`src/rtl/fetch_seq_pkg.sv`:
```
// Shared types and defaults for the instruction fetch sequencer.
// Holds the state encoding, default widths and the timer width helper.
package fetch_seq_pkg;

  typedef enum logic [1:0] {
    S_FETCH = 2'd0,
    S_ISSUE = 2'd1,
    S_EXEC  = 2'd2,
    S_HALT  = 2'd3
  } state_t;

  localparam int DEF_DATA_SIZE = 8;
  localparam int DEF_TIMEOUT   = 15;

  // Bits needed to hold 0..t.
  function automatic int cnt_width(input int t);
    return (t < 1) ? 1 : $clog2(t + 1);
  endfunction

endpackage

```
`src/rtl/fetch_sequencer_if.sv`:
```
// Sequencer bus: memory read port, datapath handshake, PC strobes, status.
// master = sequencer side, slave = memory/datapath/PC side.
interface fetch_sequencer_if
  import fetch_seq_pkg::*;
#(
  parameter int DATA_SIZE = DEF_DATA_SIZE
);

  logic                 mem_rd;
  logic                 mem_ready;
  logic [DATA_SIZE-1:0] mem_data;
  logic [DATA_SIZE-1:0] ir;
  logic                 exec_start;
  logic                 exec_done;
  logic                 branch_taken;
  logic [DATA_SIZE-1:0] branch_target;
  logic                 halt_req;
  logic                 load_pc;
  logic                 inc_pc;
  logic [DATA_SIZE-1:0] pc_data;
  logic                 halted;
  logic                 fetch_err;

  modport master (
    output mem_rd,
    input  mem_ready,
    input  mem_data,
    output ir,
    output exec_start,
    input  exec_done,
    input  branch_taken,
    input  branch_target,
    input  halt_req,
    output load_pc,
    output inc_pc,
    output pc_data,
    output halted,
    output fetch_err
  );

  modport slave (
    input  mem_rd,
    output mem_ready,
    output mem_data,
    input  ir,
    input  exec_start,
    output exec_done,
    output branch_taken,
    output branch_target,
    output halt_req,
    input  load_pc,
    input  inc_pc,
    input  pc_data,
    input  halted,
    input  fetch_err
  );

endinterface

```
`src/rtl/fetch_sequencer_wait_timer.sv`:
```
// Fetch wait counter: counts stalled cycles, flags the last allowed one.
// Ports: clk, rst (async low), clear, enable -> expired.
module wait_timer #(
  parameter int LIMIT = 15,
  parameter int WIDTH = 4
) (
  input  logic clk,
  input  logic rst,
  input  logic clear,
  input  logic enable,
  output logic expired
);

  logic [WIDTH-1:0] count;

  always_ff @(posedge clk or negedge rst) begin
    if (!rst)
      count <= '0;
    else if (clear)
      count <= '0;
    else if (enable)
      count <= count + 1'b1;
  end

  // High on the stall cycle whose increment would reach LIMIT.
  assign expired = (count == WIDTH'(LIMIT - 1));

endmodule

```
`src/rtl/fetch_sequencer.sv`:
```
// Fetch/issue/execute/halt sequencer driving the program counter strobes.
// Ports: clk, rst (async low), bus (fetch_sequencer_if.master).
module fetch_sequencer
  import fetch_seq_pkg::*;
#(
  parameter int DATA_SIZE = DEF_DATA_SIZE,
  parameter int TIMEOUT   = DEF_TIMEOUT
) (
  input  logic               clk,
  input  logic               rst,
  fetch_sequencer_if.master  bus
);

  localparam int CW = cnt_width(TIMEOUT);

  state_t               state;
  logic [DATA_SIZE-1:0] ir_q;
  logic                 err_q;
  logic                 expired;

  logic in_fetch;
  logic in_issue;
  logic in_exec;
  logic in_halt;
  logic take;
  logic redirect;

  // Gated by rst so every strobe reads 0 while reset is held.
  assign in_fetch = rst && (state == S_FETCH);
  assign in_issue = rst && (state == S_ISSUE);
  assign in_exec  = rst && (state == S_EXEC);
  assign in_halt  = rst && (state == S_HALT);

  assign take     = in_fetch && bus.mem_ready;
  assign redirect = in_exec && bus.exec_done
                 && bus.branch_taken;

  wait_timer #(
    .LIMIT (TIMEOUT),
    .WIDTH (CW)
  ) u_timer (
    .clk     (clk),
    .rst     (rst),
    .clear   (!in_fetch || bus.mem_ready),
    .enable  (in_fetch && !bus.mem_ready),
    .expired (expired)
  );

  always_ff @(posedge clk or negedge rst) begin
    if (!rst) begin
      state <= S_FETCH;
      ir_q  <= '0;
      err_q <= 1'b0;
    end else begin
      unique case (state)
        S_FETCH: begin
          if (bus.mem_ready) begin
            ir_q  <= bus.mem_data;
            state <= S_ISSUE;
          end else if (expired) begin
            err_q <= 1'b1;
            state <= S_HALT;
          end
        end
        S_ISSUE: state <= S_EXEC;
        S_EXEC: begin
          if (bus.exec_done)
            state <= bus.halt_req ? S_HALT : S_FETCH;
        end
        S_HALT: begin
          // A timeout halt is sticky until reset.
          if (!bus.halt_req && !err_q)
            state <= S_FETCH;
        end
        default: state <= S_FETCH;
      endcase
    end
  end

  assign bus.mem_rd     = in_fetch;
  assign bus.inc_pc     = take;
  assign bus.exec_start = in_issue;
  assign bus.load_pc    = redirect;
  assign bus.pc_data    = redirect ? bus.branch_target : '0;
  assign bus.halted     = in_halt;
  assign bus.ir         = ir_q;
  assign bus.fetch_err  = err_q;

endmodule

```
`src/flat_wrapper.sv`:
```
// flat-port wrapper written by rule: the top's interface ports become plain ports
module fetch_sequencer_flat import fetch_seq_pkg::*;
#(
  parameter int DATA_SIZE = DEF_DATA_SIZE,
  parameter int TIMEOUT   = DEF_TIMEOUT
)
  (clk, rst, bus_mem_rd, bus_mem_ready, bus_mem_data, bus_ir, bus_exec_start, bus_exec_done, bus_branch_taken, bus_branch_target, bus_halt_req, bus_load_pc, bus_inc_pc, bus_pc_data, bus_halted, bus_fetch_err);
  fetch_sequencer_if #(.DATA_SIZE(DATA_SIZE)) bus_i ();
  input  logic clk;
  input  logic rst;
  output wire logic [$bits(bus_i.mem_rd)-1:0] bus_mem_rd;
  input wire logic [$bits(bus_i.mem_ready)-1:0] bus_mem_ready;
  input wire logic [$bits(bus_i.mem_data)-1:0] bus_mem_data;
  output wire logic [$bits(bus_i.ir)-1:0] bus_ir;
  output wire logic [$bits(bus_i.exec_start)-1:0] bus_exec_start;
  input wire logic [$bits(bus_i.exec_done)-1:0] bus_exec_done;
  input wire logic [$bits(bus_i.branch_taken)-1:0] bus_branch_taken;
  input wire logic [$bits(bus_i.branch_target)-1:0] bus_branch_target;
  input wire logic [$bits(bus_i.halt_req)-1:0] bus_halt_req;
  output wire logic [$bits(bus_i.load_pc)-1:0] bus_load_pc;
  output wire logic [$bits(bus_i.inc_pc)-1:0] bus_inc_pc;
  output wire logic [$bits(bus_i.pc_data)-1:0] bus_pc_data;
  output wire logic [$bits(bus_i.halted)-1:0] bus_halted;
  output wire logic [$bits(bus_i.fetch_err)-1:0] bus_fetch_err;
  assign bus_mem_rd = bus_i.mem_rd;
  assign bus_i.mem_ready = bus_mem_ready;
  assign bus_i.mem_data = bus_mem_data;
  assign bus_ir = bus_i.ir;
  assign bus_exec_start = bus_i.exec_start;
  assign bus_i.exec_done = bus_exec_done;
  assign bus_i.branch_taken = bus_branch_taken;
  assign bus_i.branch_target = bus_branch_target;
  assign bus_i.halt_req = bus_halt_req;
  assign bus_load_pc = bus_i.load_pc;
  assign bus_inc_pc = bus_i.inc_pc;
  assign bus_pc_data = bus_i.pc_data;
  assign bus_halted = bus_i.halted;
  assign bus_fetch_err = bus_i.fetch_err;
  fetch_sequencer #(.DATA_SIZE(DATA_SIZE), .TIMEOUT(TIMEOUT)) u_core (.clk(clk), .rst(rst), .bus(bus_i));
endmodule
```
`config.mk`:
```
export PLATFORM = sky130hd
export DESIGN_NAME = fetch_sequencer_flat
export DESIGN_NICKNAME = d
export VERILOG_FILES = /design/src/rtl/fetch_seq_pkg.sv /design/src/rtl/fetch_sequencer_if.sv /design/src/rtl/fetch_sequencer_wait_timer.sv /design/src/rtl/fetch_sequencer.sv /design/src/flat_wrapper.sv
export SDC_FILE = /design/constraint.sdc
export NUM_CORES = 1
export LEC_CHECK = 0
export CORE_MARGIN = 2
export CORE_UTILIZATION = 39
export DETAILED_ROUTE_END_ITERATION = 7
export PLACE_DENSITY = 0.84
export SYNTH_ARGS = -nofsm -noshare
export SYNTH_HDL_FRONTEND = slang
export SYNTH_SLANG_ARGS = --single-unit
```
`constraint.sdc`:
```
create_clock -name clk -period 3.05 [get_ports clk]
set_input_delay 0.61 -clock clk [delete_from_list [all_inputs] [get_ports clk]]
set_output_delay 0.61 -clock clk [all_outputs]
set_load 0.005 [all_outputs]
```
After elaboration in Yosys (flattened, before gate mapping):

Index checks and enable logic that the tools add are counted.

* reductions and logical operators: 19
* equality and inequality tests: 7
* multiplexer cells: 9
* bitwise logic cells: 1
* add/sub/neg operators: 1

Operator list (number)
* 2-bit 2-to-1 mux: 5
* 1-bit logical AND: 9
* 4-bit 2-to-1 mux: 2
* 8-bit 2-to-1 mux: 1
* 2-bit one-hot mux with 4 select lines: 1
* 3-bit AND reduction: 2
* 4-bit by 1-bit adder with 4-bit output (second input constant): 1
* 2-bit equality test (second input constant): 2
* 4-bit equality test (second input constant): 1
* 1-bit zero test: 4
* 2-bit != test (second input constant): 2
* 3-bit by 2-bit != test with 1-bit output (second input constant): 1
* 2-bit by 1-bit equality test with 1-bit output (second input constant): 1
* 2-bit zero test: 1
* 2-bit AND reduction: 1
* 2-bit nonzero test: 1
* 1-bit logical OR: 1
* 1-bit NOT: 1

* output and inout bits: 22
* word-level logic and storage cells: 41
* input bits: 22
* register bits: 15

Logic depth before layout (Yosys ltp):

Gate-level depths: netlist of the first run.

* word-level depth: 5
* depth in mapped cells: 5
* mapped depth without buffers: 5

By module:

Synthesis of the first run repeated with hierarchy kept, for this count alone.

* cells, all modules: 71
* area, all modules: 823.3 um^2

Modules (own cells, without submodules)
* fetch_sequencer: instances 1, area an instance 603.1 um^2, sequential area each 275.3 um^2, cells an instance 51
* wait_timer: instances 1, area an instance 220.2 um^2, sequential area each 100.1 um^2, cells an instance 20

Least setup slack after synthesis of the first run:

Ideal clock, no wire load.

* path kind: input to output
* from: input port bus_mem_ready
* to: output port bus_inc_pc
* buffers on the path: 1
* data arrival time: 1.094 ns
* required time: 2.440 ns
* slack: 1.346 ns
* stages on the path: 3
* cells stage by stage: nor3b_1 buf_4 and2_1

* longest elaborated chain between the ends: 1

Ends and longest elaborated chain
* start, declared: RTL line flat_wrapper.sv:12 `input wire logic [$bits(bus_i.mem_ready)-1:0] bus_mem_ready;`
* 1-bit logical AND: RTL line fetch_sequencer.sv:34 `assign take = in_fetch && bus.mem_ready;`
* end, declared: RTL line flat_wrapper.sv:21 `output wire logic [$bits(bus_i.inc_pc)-1:0] bus_inc_pc;`

Every way passes these cells.

Worst setup path after layout of the first run:

* from: input port bus_exec_done
* to: output port bus_pc_data[3]

* longest elaborated chain between the ends: 3

Ends and longest elaborated chain
* start, declared: RTL line flat_wrapper.sv:16 `input wire logic [$bits(bus_i.exec_done)-1:0] bus_exec_done;`
* 1-bit logical AND: RTL line fetch_sequencer.sv:35 `assign redirect = in_exec && bus.exec_done`
* 1-bit logical AND: RTL line fetch_sequencer.sv:36 `&& bus.branch_taken;`
* 8-bit 2-to-1 mux: RTL line fetch_sequencer.sv:84 `assign bus.pc_data = redirect ? bus.branch_target : '0;`
* end, declared: RTL line flat_wrapper.sv:22 `output wire logic [$bits(bus_i.pc_data)-1:0] bus_pc_data;`

Every way passes these cells.

==> parameters.txt, run 1 <==
Parameter                              Value

Status
  Run status ... completed

STA
  Slew headroom ... 0.7776
  Number of max-slew violations in the final report ... 0
  Max Freq ... 371.6 MHz
  Total negative setup slack ... 0 ns
  Final worst path period share ... 0.8822
  Final count of hold timing violations ... 0
  Post-Route Skew ... 0.001418 ns
  Slew at the pin closest to its max-slew limit ... 0.3310 ns
  Final critical delay including setup and external delays ... 2.691 ns
  Number of endpoints failing setup at the final stage ... 0
  RSZ-0062 raised after global routing ... false

Worst setup path
  Type of the setup path with the least slack ... primary input to output pin
  Arrival time at the worst endpoint ... 2.08 ns
  Worst Setup Start Kind ... primary input
  Data required time of the critical path ... 2.44 ns
  Endpoint kind of the worst setup timing path ... output pin
  Critical path peak fanout ... 9

Placement
  Count of buffers inserted at the top-level ports ... 43
  Placed instance area ... 1199 µm²
  Placer Congestion ... 0.6913
  Post-DP HPWL ... 1.446 mm

Floorplan
  Die Footprint ... 2232 µm²
  Width of the die ... 47.25 µm
  Number of placement rows ... 15
  Vert. Die Dim ... 47.25 µm
  IO Count ... 44
  Effective utilization at floorplan ... 0.4179
  Placeable core region ... 1745 µm²

CTS
  Setup Fix Bufs, Post-CTS ... 0
  CTS resizes ... 0
  Max Root-Sink Buffers ... 2
  Worst skew pair latency ... 0.27 ns
  Hold-fix buffers at CTS ... 0
  Library cell used as clock root buffer ... clkbuf_4
  CTS buffer count ... 3
  Clock-pin slew on the worst setup and hold paths ... 0.08 ns
  CTS tree ... yes
  H-tree lvl count ... 1
  Clock sinks ... 15

Yosys
  Combined area of all synthesized cells ... 729.5 µm²
  Number of instances in the synthesized netlist ... 63
  Yosys reg bits ... 15
  Sequential-to-total area share from yosys stat ... 0.5146
  Synthesis Warnings ... 0
  Syn_area_per_cell ... 11.58 µm²
  Synthesized netlist net count ... 87
  Unique cell type count in the Yosys netlist ... 21

Cells and area
  Fraction of layout instances using a drive strength above 1 ... 0.1441
  Leading cell type in the layout, fill and taps excluded ... clkdlybuf4s50_1
  Final design area excluding fillers ... 1225 µm²
  # nets final ... 136
  Inserted Diodes ... 0
  Synth-to-Final Area Change ... 67.92%
  Top library cells by usage in the layout, fill and taps aside ... clkdlybuf4s50_1 (43), dfrtp_1 (15), and2_1 (10)

Detailed routing
  Detailed-route DRC error count ... 0
  Detailed-route wire length ... 1.748 mm
  Routed Antenna Nets ... 0
  Initial detailed-routing violation count ... 2
  Final routed wire length divided by cell count ... 12.85 µm
  Number of search-and-repair iterations in the first detailed-routing pass ... 2
  Drt via density ... 4.794
  Routed vias ... 652

GRT
  Pin count of the biggest net entering global routing ... 12
  GRT overflow ... 0
  Number of global-route vias before repair ... 643
  Total track usage ... 0.1704
  Wire length of the first global-routing pass ... 2.642 mm
  Antenna violations before repair ... 0

Power and ir drop
  Leak Pwr ... 0.5123 nW
  Pwr per Cell Area ... 627.9 nW/µm²
  Total Power ... 0.7692 mW
  IR drop worst, VDD ... 0.4865 mV

Run
  Max-cap violation count ... 0

Min path
  Type of the most critical hold path ... flip-flop to flip-flop
==> final timing paths <==
check,startpoint,to,slack (ns),depth (start not counted)
worst min-delay path,u_core.u_timer.count[0]$_DFF_PN0_,u_core.u_timer.count[0]$_DFF_PN0_,0.50,1
worst min register to register,u_core.u_timer.count[0]$_DFF_PN0_,u_core.u_timer.count[0]$_DFF_PN0_,0.50,1
worst max-delay path,bus_exec_done,bus_pc_data[3],0.36,4
worst max register to register,u_core.state[0]$_DFFE_PN0P_,u_core.bus.ir[1]$_DFFE_PN0P_,1.63,3
max in group asynchronous,rst,u_core.u_timer.count[0]$_DFF_PN0_,2.05,3
min in group asynchronous,rst,u_core.bus.ir[0]$_DFFE_PN0P_,0.67,2
==> state kept, by name, summed over array words and instances, names as in the netlist <==
name and flops:
u_core.bus.ir 8, u_core.u_timer.count 4, u_core.state 2, u_core.bus.fetch_err 1
==> power by group <==
group          total (mW)  switching (mW)  internal [mW]
sequential          0.323          0.0542          0.268
clock               0.110          0.0592         0.0507
combinational       0.337           0.103          0.233
==> critical path, cell delays in order <==
cell,delay (ns)
clkdlybuf4s50_1,0.50
and4_1,0.31
and2_1,0.16
clkdlybuf4s50_1,0.50
==> synth_stat cells <==
master	number	area, µm²
dfrtp_1	15	375.4
buf_4	2	15.01
o32ai_1	1	8.760
nor3b_1	2	15.01
and4_1	1	8.760
and3_1	1	6.260
nor3_1	2	10.01
a21boi_0	1	7.510
a41o_1	1	10.01
nor2b_2	1	8.760
xor2_1	1	8.760
ha_1	2	25.02
xnor2_1	1	8.760
nand3_1	2	10.01
nor2_1	6	22.52
a2111oi_2	1	15.01
nand2_1	3	11.26
and2_1	10	62.56
nor2b_1	1	6.260
mux2_2	8	90.09
inv_1	1	3.750
==> cell type report <==
| class | count | area, µm² |
|---|---|---|
| fill | 138 | 520.5 |
| timing repair buffer | 46 | 452.9 |
| sequential | 15 | 375.4 |
| multi-input combinational | 45 | 335.3 |
| tap | 25 | 31.28 |
| clock buffer | 4 | 26.28 |
| inverter | 1 | 3.754 |
==> logic make-up (layout without fill, tap and decap cells) <==
kind of cell | Yosys count | after routing | synth area share
AOI/OAI and AO/OA | 4 | 4 | 0.05660
xor gates and xnor gates | 2 | 2 | 0.02402
adders and majority gates | 2 | 2 | 0.03430
buffers and inverters | 3 | 51 | 0.02572
DFF | 15 | 15 | 0.5146
muxes | 8 | 8 | 0.1235
and+or+nand+nor | 29 | 29 | 0.2213
==> routing by layer <==
layer,vias to the layer above,wire length [µm],part of all wire,track usage
li1,312,-,-,-
met1,312,683,0.39,0.1990
met2,26,917,0.52,0.2973
met3,2,136,0.078,0.04231
met4,0,11,0.0063,0.06667
met5,-,0,0,0
==> stage by stage <==
stage | utilization | hold slack (ns) | std cells | worst slack, ns
2_1_floorplan | - | 0.3144 | 63 | 1.346
3_3_place_gp | 0.6867 | 0.4679 | 132 | 0.3613
3_5_place_dp | 0.6867 | 0.4806 | 132 | 0.3567
4_1_cts | 0.7018 | 0.5020 | 136 | 0.3487
5_1_grt | 0.7018 | 0.5132 | 136 | 0.2637
6_report | 0.7018 | 0.5000 | 136 | 0.3591
Power figures use the tool's default switching activity.
==> inputs of run 2 (changes only) <==
- SETUP_SLACK_MARGIN: default -> 0.5
==> parameters.txt, run 2 (same netlist as run 1, synthesis figures left out) <==
Parameter                              Value

STA
  Slew at the pin closest to its max-slew limit ... 0.3170 ns (-0.01397 ns)
  Final critical delay including setup and external delays ... 2.439 ns (-0.2519 ns)
  Number of endpoints failing setup at the final stage ... 0 (unchanged)
  Final worst-path setup slack ... 0.6110 ns (+0.2519 ns)
  Max Freq ... 410.0 MHz (+10%)
  Post-Route Skew ... 0.002629 ns (+0.001211 ns)
  Minimum hold slack ... 0.4307 ns (-0.06939 ns)
  Slew headroom ... 0.7870 (+0.009388)
  Total negative setup slack ... 0 ns (unchanged)
  Number of max-slew violations in the final report ... 0 (unchanged)
  Final count of hold timing violations ... 0 (unchanged)
  Final worst path period share ... 0.7997 (-0.08258)
  RSZ-0062 raised after global routing ... false

Cells and area
  Number of inserted filler cells in the final layout ... 136 (-1.4%)
  Top library cells by usage in the layout, fill and taps aside ... clkdlybuf4s50_1 (38), dfrtp_1 (13), and2_1 (10)
  Register area ... 377.9 µm² (+0.67%)
  Non-Filler Instances ... 138 (+1.5%)
  Flip-flop count of the largest register after layout ... 8 (unchanged)
  Utilization after layout ... 0.7161 (+0.01434)
  Leading cell type in the layout, fill and taps excluded ... clkdlybuf4s50_1
  # nets final ... 138 (+1.5%)
  Multi-input logic area ... 352.8 µm² (+5.2%)
  Inserted Diodes ... 0 (unchanged)
  Fraction of layout instances using a drive strength above 1 ... 0.1947 (+0.05055)
  Synth-to-Final Area Change ... 71.36%

Placement
  Post-DP HPWL ... 1.446 mm (unchanged)
  Placer Congestion ... 0.6913 (unchanged)
  Count of buffers inserted at the top-level ports ... 43 (unchanged)
  Placed cell count ... 132 (unchanged)
  Worst slack after detailed placement ... 0.3567 ns (unchanged)

Floorplan
  Die Footprint ... 2232 µm² (unchanged)
  Effective utilization at floorplan ... 0.4179 (unchanged)
  Number of placement rows ... 15 (unchanged)
  Vert. Die Dim ... 47.25 µm (unchanged)
  IO Count ... 44 (unchanged)
  Width of the die ... 47.25 µm (unchanged)
  Placeable core region ... 1745 µm² (unchanged)

Detailed routing
  Routed vias ... 673 (+3.2%)
  Initial detailed-routing violation count ... 2 (unchanged)
  Routed Antenna Nets ... 0 (unchanged)
  Final routed wire length divided by cell count ... 13.06 µm (+1.6%)
  Detailed-route wire length ... 1.802 mm (+3.1%)
  Number of search-and-repair iterations in the first detailed-routing pass ... 2 (unchanged)
  Detailed-route DRC error count ... 0 (unchanged)
  Drt via density ... 4.877 (+1.7%)

GRT
  Pin count of the biggest net entering global routing ... 12 (unchanged)
  Wire length of the first global-routing pass ... 2.766 mm (+4.7%)
  Antenna violations before repair ... 0 (unchanged)
  GRT overflow ... 0 (unchanged)
  Number of global-route vias before repair ... 661 (+2.8%)
  Total track usage ... 0.1775 (+0.007132)

CTS
  Library cell used as clock root buffer ... clkbuf_4
  Clock-pin slew on the worst setup and hold paths ... 0.09 ns (about the same)
  Clock sinks ... 15 (unchanged)
  Worst skew pair latency ... 0.28 ns (about the same)
  Max Root-Sink Buffers ... 2 (unchanged)
  CTS buffer count ... 3 (unchanged)
  CTS tree ... yes
  H-tree lvl count ... 1 (unchanged)

Worst setup path
  Reg2reg path depth ... 4 (+1)
  Launch instance of the worst register-to-register path ... u_core.state[1]$_DFFE_PN0P_
  Worst setup slack for register-to-register paths ... 1.59 ns (-0.04 ns)
  Arrival time at the worst endpoint ... 1.83 ns (-0.25 ns)
  Endpoint kind of the worst setup timing path ... output pin
  Critical path peak fanout ... 8 (-1)
  Data required time of the critical path ... 2.44 ns (about the same)
  Type of the setup path with the least slack ... flip-flop to output pin
  Endpoint of the lowest-slack register-to-register path ... u_core.bus.ir[1]$_DFFE_PN0P_
  Worst Setup Start Kind ... flip-flop

Run
  Max-cap violation count ... 0 (unchanged)

Power and ir drop
  IR drop worst, VDD ... 0.5054 mV (+3.9%)
  Leak Pwr ... 0.5356 nW (+4.5%)
  Pwr per Cell Area ... 631.0 nW/µm² (+0.49%)

Status
  Run status ... completed

Min path
  Type of the most critical hold path ... primary input to async pin
==> run 2: changes by cell type in the layout (fill, tap and decap cells not counted), moves of 2 or more <==
cell,change
dlygate4sd2_1,+5
dfrtp_2,+2
dfrtp_1,-2
clkdlybuf4s50_1,-5
==> run 2: through the flow <==
step	power, mW	area (µm²)
5_1_grt	0.8393	1250
3_5_place_dp	0.6658	1199
6_report	0.7888	1250
2_1_floorplan	0.4628	729.5
3_3_place_gp	0.6557	1199
4_1_cts	0.7832	1240
==> run 2: timing repair <==
| item | 4_1_cts | 5_1_grt |
|---|---|---|
| gates cloned | 1 | 0 |
| buffers inserted | 0 | 1 |
| hold buffers | 0 | 0 |
| endpoints found under the setup margin | 13 | 7 |
| pin swaps | 1 | 0 |
| hold endpoints to repair | 0 | 0 |
| resized for setup | 9 | 2 |
==> run 2: worst max-delay path by stage <==
stage                                startpoint             end  slack (ns)  cells after the start
floorplan                         bus_mem_ready      bus_inc_pc        1.35                      3
global placement                            rst  bus_pc_data[5]        0.36                      4
detailed placement                bus_exec_done  bus_pc_data[6]        0.36                      4
CTS                 u_core.state[1]$_DFFE_PN0P_  bus_pc_data[6]        0.53                      4
global route        u_core.state[1]$_DFFE_PN0P_  bus_pc_data[0]        0.51                      4
finish              u_core.state[0]$_DFFE_PN0P_  bus_pc_data[5]        0.61                      4
==> run 2: report_power, final <==
| group | internal (mW) | switching [mW] |
|---|---|---|
| combinational | 0.241 | 0.109 |
| sequential | 0.271 | 0.0564 |
| clock | 0.0507 | 0.0600 |
| total | 0.563 | 0.226 |
==> run 2: final cells by class <==
cell class / instances / share of cell area
clock buffers: 4 / 0.02102
inverters: 1 / 0.003003
multi-input cells: 46 / 0.2823
flip-flops and latches: 15 / 0.3023
well taps: 25 / 0.02503
repair buffers: 47 / 0.3664
==> run 2: worst max-delay path, stage by stage, from the launching register on <==
cell	delay [ns]
dfrtp_2	0.47
nor2b_2	0.19
and4_4	0.26
and2_1	0.14
clkdlybuf4s50_1	0.50
==> run 2: per-layer routing <==
layer  wire length, µm  GRT usage  up-vias
met4                11    0.06667        0
met3               137    0.04231        2
met1               711     0.2112      323
met5                 0          0        -
met2               942     0.3081       26
li1                  -          -      322
==> edit 1: new RTL, settings of run 1 <==
Change the package constant `DEF_TIMEOUT` from 15 to 17.
--- a/src/rtl/fetch_seq_pkg.sv
+++ b/src/rtl/fetch_seq_pkg.sv
@@ -10,7 +10,7 @@
   } state_t;
 
   localparam int DEF_DATA_SIZE = 8;
-  localparam int DEF_TIMEOUT   = 15;
+  localparam int DEF_TIMEOUT   = 17;
 
   // Bits needed to hold 0..t.
   function automatic int cnt_width(input int t);
Formal check against the unedited RTL: same outputs for any inputs over 10 cycles, from zero or initial values and one cycle with rst low; that may be too few to reach the edited logic, so the function may still have changed.
==> edit 1 against run 1 <==
- critical endpoint is now bus_pc_data[2]
- cell area up 6.0%
- count of clock-buffer cells in the layout fell by 1
- die area is 11% higher
- wire length rose by 11%
- register-to-register slack about the same
- non-clock buffer count is 2 lower
- critical path depth rose by 1
- first-iteration DRC count grew to 2.5 times the old value
- sequential cell count up 1
- maximum frequency is 3.9% lower
- highest routed layer is now met3
- power is 2.8% lower
- area after synthesis rose by 13%
- worst setup slack lost 110 ps
==> edit 1: results (changes against run 1) <==
\begin{tabular}{lr}
\hline
Metric & Value \\
\hline
\multicolumn{2}{l}{\textbf{Routing}} \\
Vias post-DR & 683 (+4.8\%) \\
Total Wirelength & 1.95 mm (+11\%) \\
DRC marker count from the first detailed-route iteration & 5 (+3) \\
Wire per inst & 13.6 um (+5.9\%) \\
\multicolumn{2}{l}{\textbf{Place}} \\
Standard cell area after detailed placement & 1280 um\^{}2 (+6.5\%) \\
Pre-CTS setup slack & 244 ps (-113 ps) \\
GPL Wtd Cong & 0.703 (+1.7\%) \\
\multicolumn{2}{l}{\textbf{CTS}} \\
Clock latency on the worst-skew pair & 280 ps \\
Buffers inserted by post-CTS timing repair & 0 (unchanged) \\
Clock transition at the registers of the reported paths & about 90 ps \\
\multicolumn{2}{l}{\textbf{Worst setup path}} \\
Worst EP arrival & 2190 ps (+110 ps) \\
Critical path peak fanout & 9 (unchanged) \\
Critical path's top delay family & buffers and inverters \\
\multicolumn{2}{l}{\textbf{Finish}} \\
Fraction of final layout cells with drive strength greater than 1 & 12.9\% (-1.5 points) \\
\multicolumn{2}{l}{\textbf{Yosys}} \\
Number of nets in the synthesized netlist & 95 (+9.2\%) \\
Count of unique library cells instantiated by Yosys & 26 (+24\%) \\
Cells taking the most area after synthesis & sky130\_fd\_sc\_hd\_\_dfrtp\_1 49\%, sky130\_fd\_sc\_hd\_\_mux2\_4 15\%, sky130\_fd\_sc\_hd\_\_and2\_1 6.9\% \\
Commonest cells in the netlist & 16 x sky130\_fd\_sc\_hd\_\_dfrtp\_1, 9 x sky130\_fd\_sc\_hd\_\_and2\_1, 8 x sky130\_fd\_sc\_hd\_\_mux2\_4 \\
Average cell area after synthesis & 11.6 um\^{}2 (-0.16\%) \\
Primary flip-flop cell chosen by synthesis mapping & sky130\_fd\_sc\_hd\_\_dfrtp\_1 \\
Sequential cell area fraction in the yosys report & 48.8\% (-2.7 points) \\
\multicolumn{2}{l}{\textbf{Timing}} \\
Setup skew after layout & 2.01 ps (+0.588 ps) \\
Transition at the pin with the smallest max-transition slack & 301 ps (-30.1 ps) \\
\multicolumn{2}{l}{\textbf{Global route}} \\
Pin count of the biggest net entering global routing & 22 (+10) \\
Via count of the first global-routing pass & 665 (+3.4\%) \\
Global-route usage over all layers & 17.4\% (+0.38 points) \\
\multicolumn{2}{l}{\textbf{Power}} \\
Worst VDD drop & 366 uV (-25\%) \\
Post-layout power & 0.000748 W (-2.8\%) \\
Combinational power & 0.000309 W (-8.3\%) \\
Switching power total & 0.000200 W (-7.6\%) \\
\multicolumn{2}{l}{\textbf{Status}} \\
Outcome & completed \\
\hline
\end{tabular}
[edit 1: changes by cell type in the layout (fill, tap and decap cells not counted), sizes merged, moves of 2 or more]
cell / delta
nand2b: +2
inv: +3
nor3b: -2
nor3: -2
nor2b: -2
buf: -2
[edit 1: cell families (layout without fill, tap and decap cells)]
group | count (synthesis) | count (layout) | synth area share [%]
fa+ha+maj | 2 | 2 | 3.05
mux | 8 | 8 | 14.6
simple gates | 30 | 30 | 21.6
flops | 16 | 16 | 48.8
compound gates | 6 | 6 | 4.88
buf+inv | 6 | 51 | 3.81
xor+xnor | 3 | 3 | 3.20
[edit 1: worst paths after layout]
path / startpoint / to / slack [ps] / cells past startpoint
setup / recovery: rst / bus_pc_data[2] / 250 / 5
hold / removal: u_core.u_timer.count[0] / u_core.u_timer.count[0] / 500 / 1
setup reg to reg: u_core.state[1] / u_core.bus.ir[4] / 1630 / 3
hold reg to reg: u_core.u_timer.count[0] / u_core.u_timer.count[0] / 500 / 1
max in group asynchronous: rst / u_core.bus.ir[4] / 2120 / 2
min in group asynchronous: rst / u_core.bus.ir[1] / 730 / 2
[edit 1: metal layers]
| metal | track usage [%] | up-vias | part of all wire [%] |
|---|---|---|---|
| met1 | 21.1 | 327 | 44 |
| met5 | 0 | - | 0 |
| met2 | 29.6 | 31 | 48 |
| met3 | 6.97 | 0 | 8.2 |
| met4 | 2.78 | 0 | 0 |
| li1 | - | 325 | - |
[edit 1: final cells by class]
class / count / area [um^2]
repair buffers: 44 / 438
inverters: 4 / 15.0
well taps: 27 / 33.8
flip-flops and latches: 16 / 400
fillers: 150 / 683
multi-input cells: 49 / 389
clock buffers: 3 / 22.5
==> edit 2: new RTL, settings of run 1 <==
Without the edit above. Re-encode `state_t` (4 states) as one-hot, 4 bits wide.
--- a/src/rtl/fetch_seq_pkg.sv
+++ b/src/rtl/fetch_seq_pkg.sv
@@ -2,11 +2,11 @@
 // Holds the state encoding, default widths and the timer width helper.
 package fetch_seq_pkg;
 
-  typedef enum logic [1:0] {
-    S_FETCH = 2'd0,
-    S_ISSUE = 2'd1,
-    S_EXEC  = 2'd2,
-    S_HALT  = 2'd3
+  typedef enum logic [3:0] {
+    S_FETCH = 4'b0001,
+    S_ISSUE = 4'b0010,
+    S_EXEC  = 4'b0100,
+    S_HALT  = 4'b1000
   } state_t;
 
   localparam int DEF_DATA_SIZE = 8;
Function: no difference found for any inputs over 10 cycles, from zero or initial values and one cycle with rst low; not proved beyond that.
==> edit 2 against run 1 <==
- worst setup slack lost 92 ps
- sequential cell count grew 2
- non-clock buffer count shrank 1
- via count grew 13%
- wire length grew 13%
- largest cell class is now multi-input gates
- maximum frequency shrank 3.3%
- power grew 20%
- hold slack lost 1.7 ps
- cell area grew 14%
- count of clock-buffer cells in the layout is the same
- area after synthesis grew 23%
- largest power group unchanged
- synthesized cell count grew 16%
==> edit 2: results (changes against run 1) <==
\begin{tabular}{lr}
\hline
Metric & Value \\
\hline
\multicolumn{2}{l}{\textbf{Yosys}} \\
Share of the synthesized netlist area taken by xor and xnor gates & 1.96\% (-0.45 points) \\
Post-synthesis mux area share & 13.4\% (+1.1 points) \\
Commonest cells in the netlist & 16 x sky130\_fd\_sc\_hd\_\_dfrtp\_1, 9 x sky130\_fd\_sc\_hd\_\_and2\_1, 8 x sky130\_fd\_sc\_hd\_\_mux2\_4 \\
Count of unique library cells instantiated by Yosys & 31 (+48\%) \\
Fraction of the mapped netlist area in compound gates & 5.45\% (-0.21 points) \\
Sequential cell area fraction in the yosys report & 47.6\% (-3.8 points) \\
Area share of the largest cell type after synthesis & 44.7\% (-6.8 points) \\
Adder and majority cell fraction of the synthesized area & 2.79\% (-0.64 points) \\
Cells taking the most area after synthesis & sky130\_fd\_sc\_hd\_\_dfrtp\_1 45\%, sky130\_fd\_sc\_hd\_\_mux2\_4 13\%, sky130\_fd\_sc\_hd\_\_and2\_1 6.3\% \\
Number of nets in the synthesized netlist & 97 (+11\%) \\
\multicolumn{2}{l}{\textbf{Routing}} \\
DRC marker count from the first detailed-route iteration & 4 (+2) \\
Length of the first detailed-routing pass in iterations & 4 (+2) \\
Total Wirelength & 1.97 mm (+13\%) \\
Vias post-DR & 737 (+13\%) \\
\multicolumn{2}{l}{\textbf{Place}} \\
HPWL Detailed & 1.55 mm (+7.3\%) \\
Number of buffers added on ports & 43 (unchanged) \\
Standard cell area after detailed placement & 1370 um\^{}2 (+14\%) \\
\multicolumn{2}{l}{\textbf{Worst setup path}} \\
Critical path peak fanout & 9 (unchanged) \\
Worst EP arrival & 2170 ps (+90 ps) \\
\multicolumn{2}{l}{\textbf{Finish}} \\
Fraction of final layout cells with drive strength greater than 1 & 16.5\% (+2.1 points) \\
Final Net Count & 146 (+7.4\%) \\
\multicolumn{2}{l}{\textbf{Global route}} \\
Initial antenna violation count & 0 (unchanged) \\
Grt met3 use & 4.02\% (-0.21 points) \\
Via count of the first global-routing pass & 723 (+12\%) \\
Global-route wire length before repair & 3.06 mm (+16\%) \\
Global routing usage on met1 & 18.2\% (-1.7 points) \\
Global-route usage over all layers & 15.0\% (-2.0 points) \\
Met2 GRT Util & 25.3\% (-4.4 points) \\
\multicolumn{2}{l}{\textbf{Power}} \\
Leakage dissipation & 0.628 nW (+23\%) \\
Worst VDD drop & 474 uV (-2.5\%) \\
Internal power contribution & 0.000656 W (+19\%) \\
\multicolumn{2}{l}{\textbf{Status}} \\
Outcome & completed \\
\multicolumn{2}{l}{\textbf{Timing}} \\
Transition at the pin with the smallest max-transition slack & 446 ps (+115 ps) \\
Setup skew after layout & 0.819 ps (-0.599 ps) \\
\hline
\end{tabular}
edit 2: per-stage QoR:
stage | util, % | power [W] | std cells | setup slack (ps)
floorplan | - | 0.000611 | 73 | 1200
global placement | 62.5 | 0.000805 | 145 | 373
detailed placement | 62.5 | 0.000817 | 145 | 308
CTS | 63.7 | 0.000936 | 149 | 256
global route | 63.7 | 0.000987 | 149 | 142
finish | 63.7 | 0.000923 | 149 | 267
edit 2: cell families after synthesis:
family / count (synthesis)
multiplexers: 8
AND/OR/NAND/NOR: 33
buffers and inverters: 5
XOR/XNOR: 2
flip-flops: 17
adder cells (fa/ha/maj): 2
AO/OA/AOI/OAI: 6
edit 2: worst max-delay path: stages, from the launching register on:
cell	delay (ps)
sky130_fd_sc_hd__dfrtp_1	480
sky130_fd_sc_hd__nor4b_2	390
sky130_fd_sc_hd__and4_1	370
sky130_fd_sc_hd__and2_1	160
sky130_fd_sc_hd__clkdlybuf4s50_1	500
edit 2: cell type report:
| type | instances | area, um^2 |
|---|---|---|
| tap | 28 | 35.0 |
| sequential | 17 | 427 |
| clock buffer | 4 | 26.3 |
| timing repair buffer | 45 | 445 |
| inverter | 4 | 15.0 |
| fill | 190 | 796 |
| multi-input combinational | 51 | 447 |
edit 2: power by group through the flow:
stage                     registers (W)  logic [W]  clock network (W)
final                          0.000381   0.000429           0.000113
after global routing           0.000388   0.000466           0.000133
after CTS                      0.000380   0.000436           0.000119
after detailed placement       0.000384   0.000433                  0
after global placement         0.000380   0.000425                  0
after floorplan                0.000377   0.000234                  0
edit 2: final timing paths:
check | from | end | slack [ps] | depth (start not counted)
worst max register to register | u_core.state[0] | u_core.bus.ir[2] | 1400 | 3
worst max-delay path | u_core.state[3] | bus_pc_data[0] | 270 | 4
min in group asynchronous | rst | u_core.state[2] | 700 | 2
max in group asynchronous | rst | u_core.state[0] | 2110 | 2
worst min-delay path | u_core.u_timer.count[0] | u_core.u_timer.count[0] | 500 | 1
worst min register to register | u_core.u_timer.count[0] | u_core.u_timer.count[0] | 500 | 1
edit 2: per-layer routing:
| metal | vias to the layer above | wire (um) |
|---|---|---|
| li1 | 351 | - |
| met1 | 352 | 822 |
| met2 | 32 | 950 |
| met3 | 2 | 186 |
| met4 | 0 | 10 |
| met5 | - | 0 |
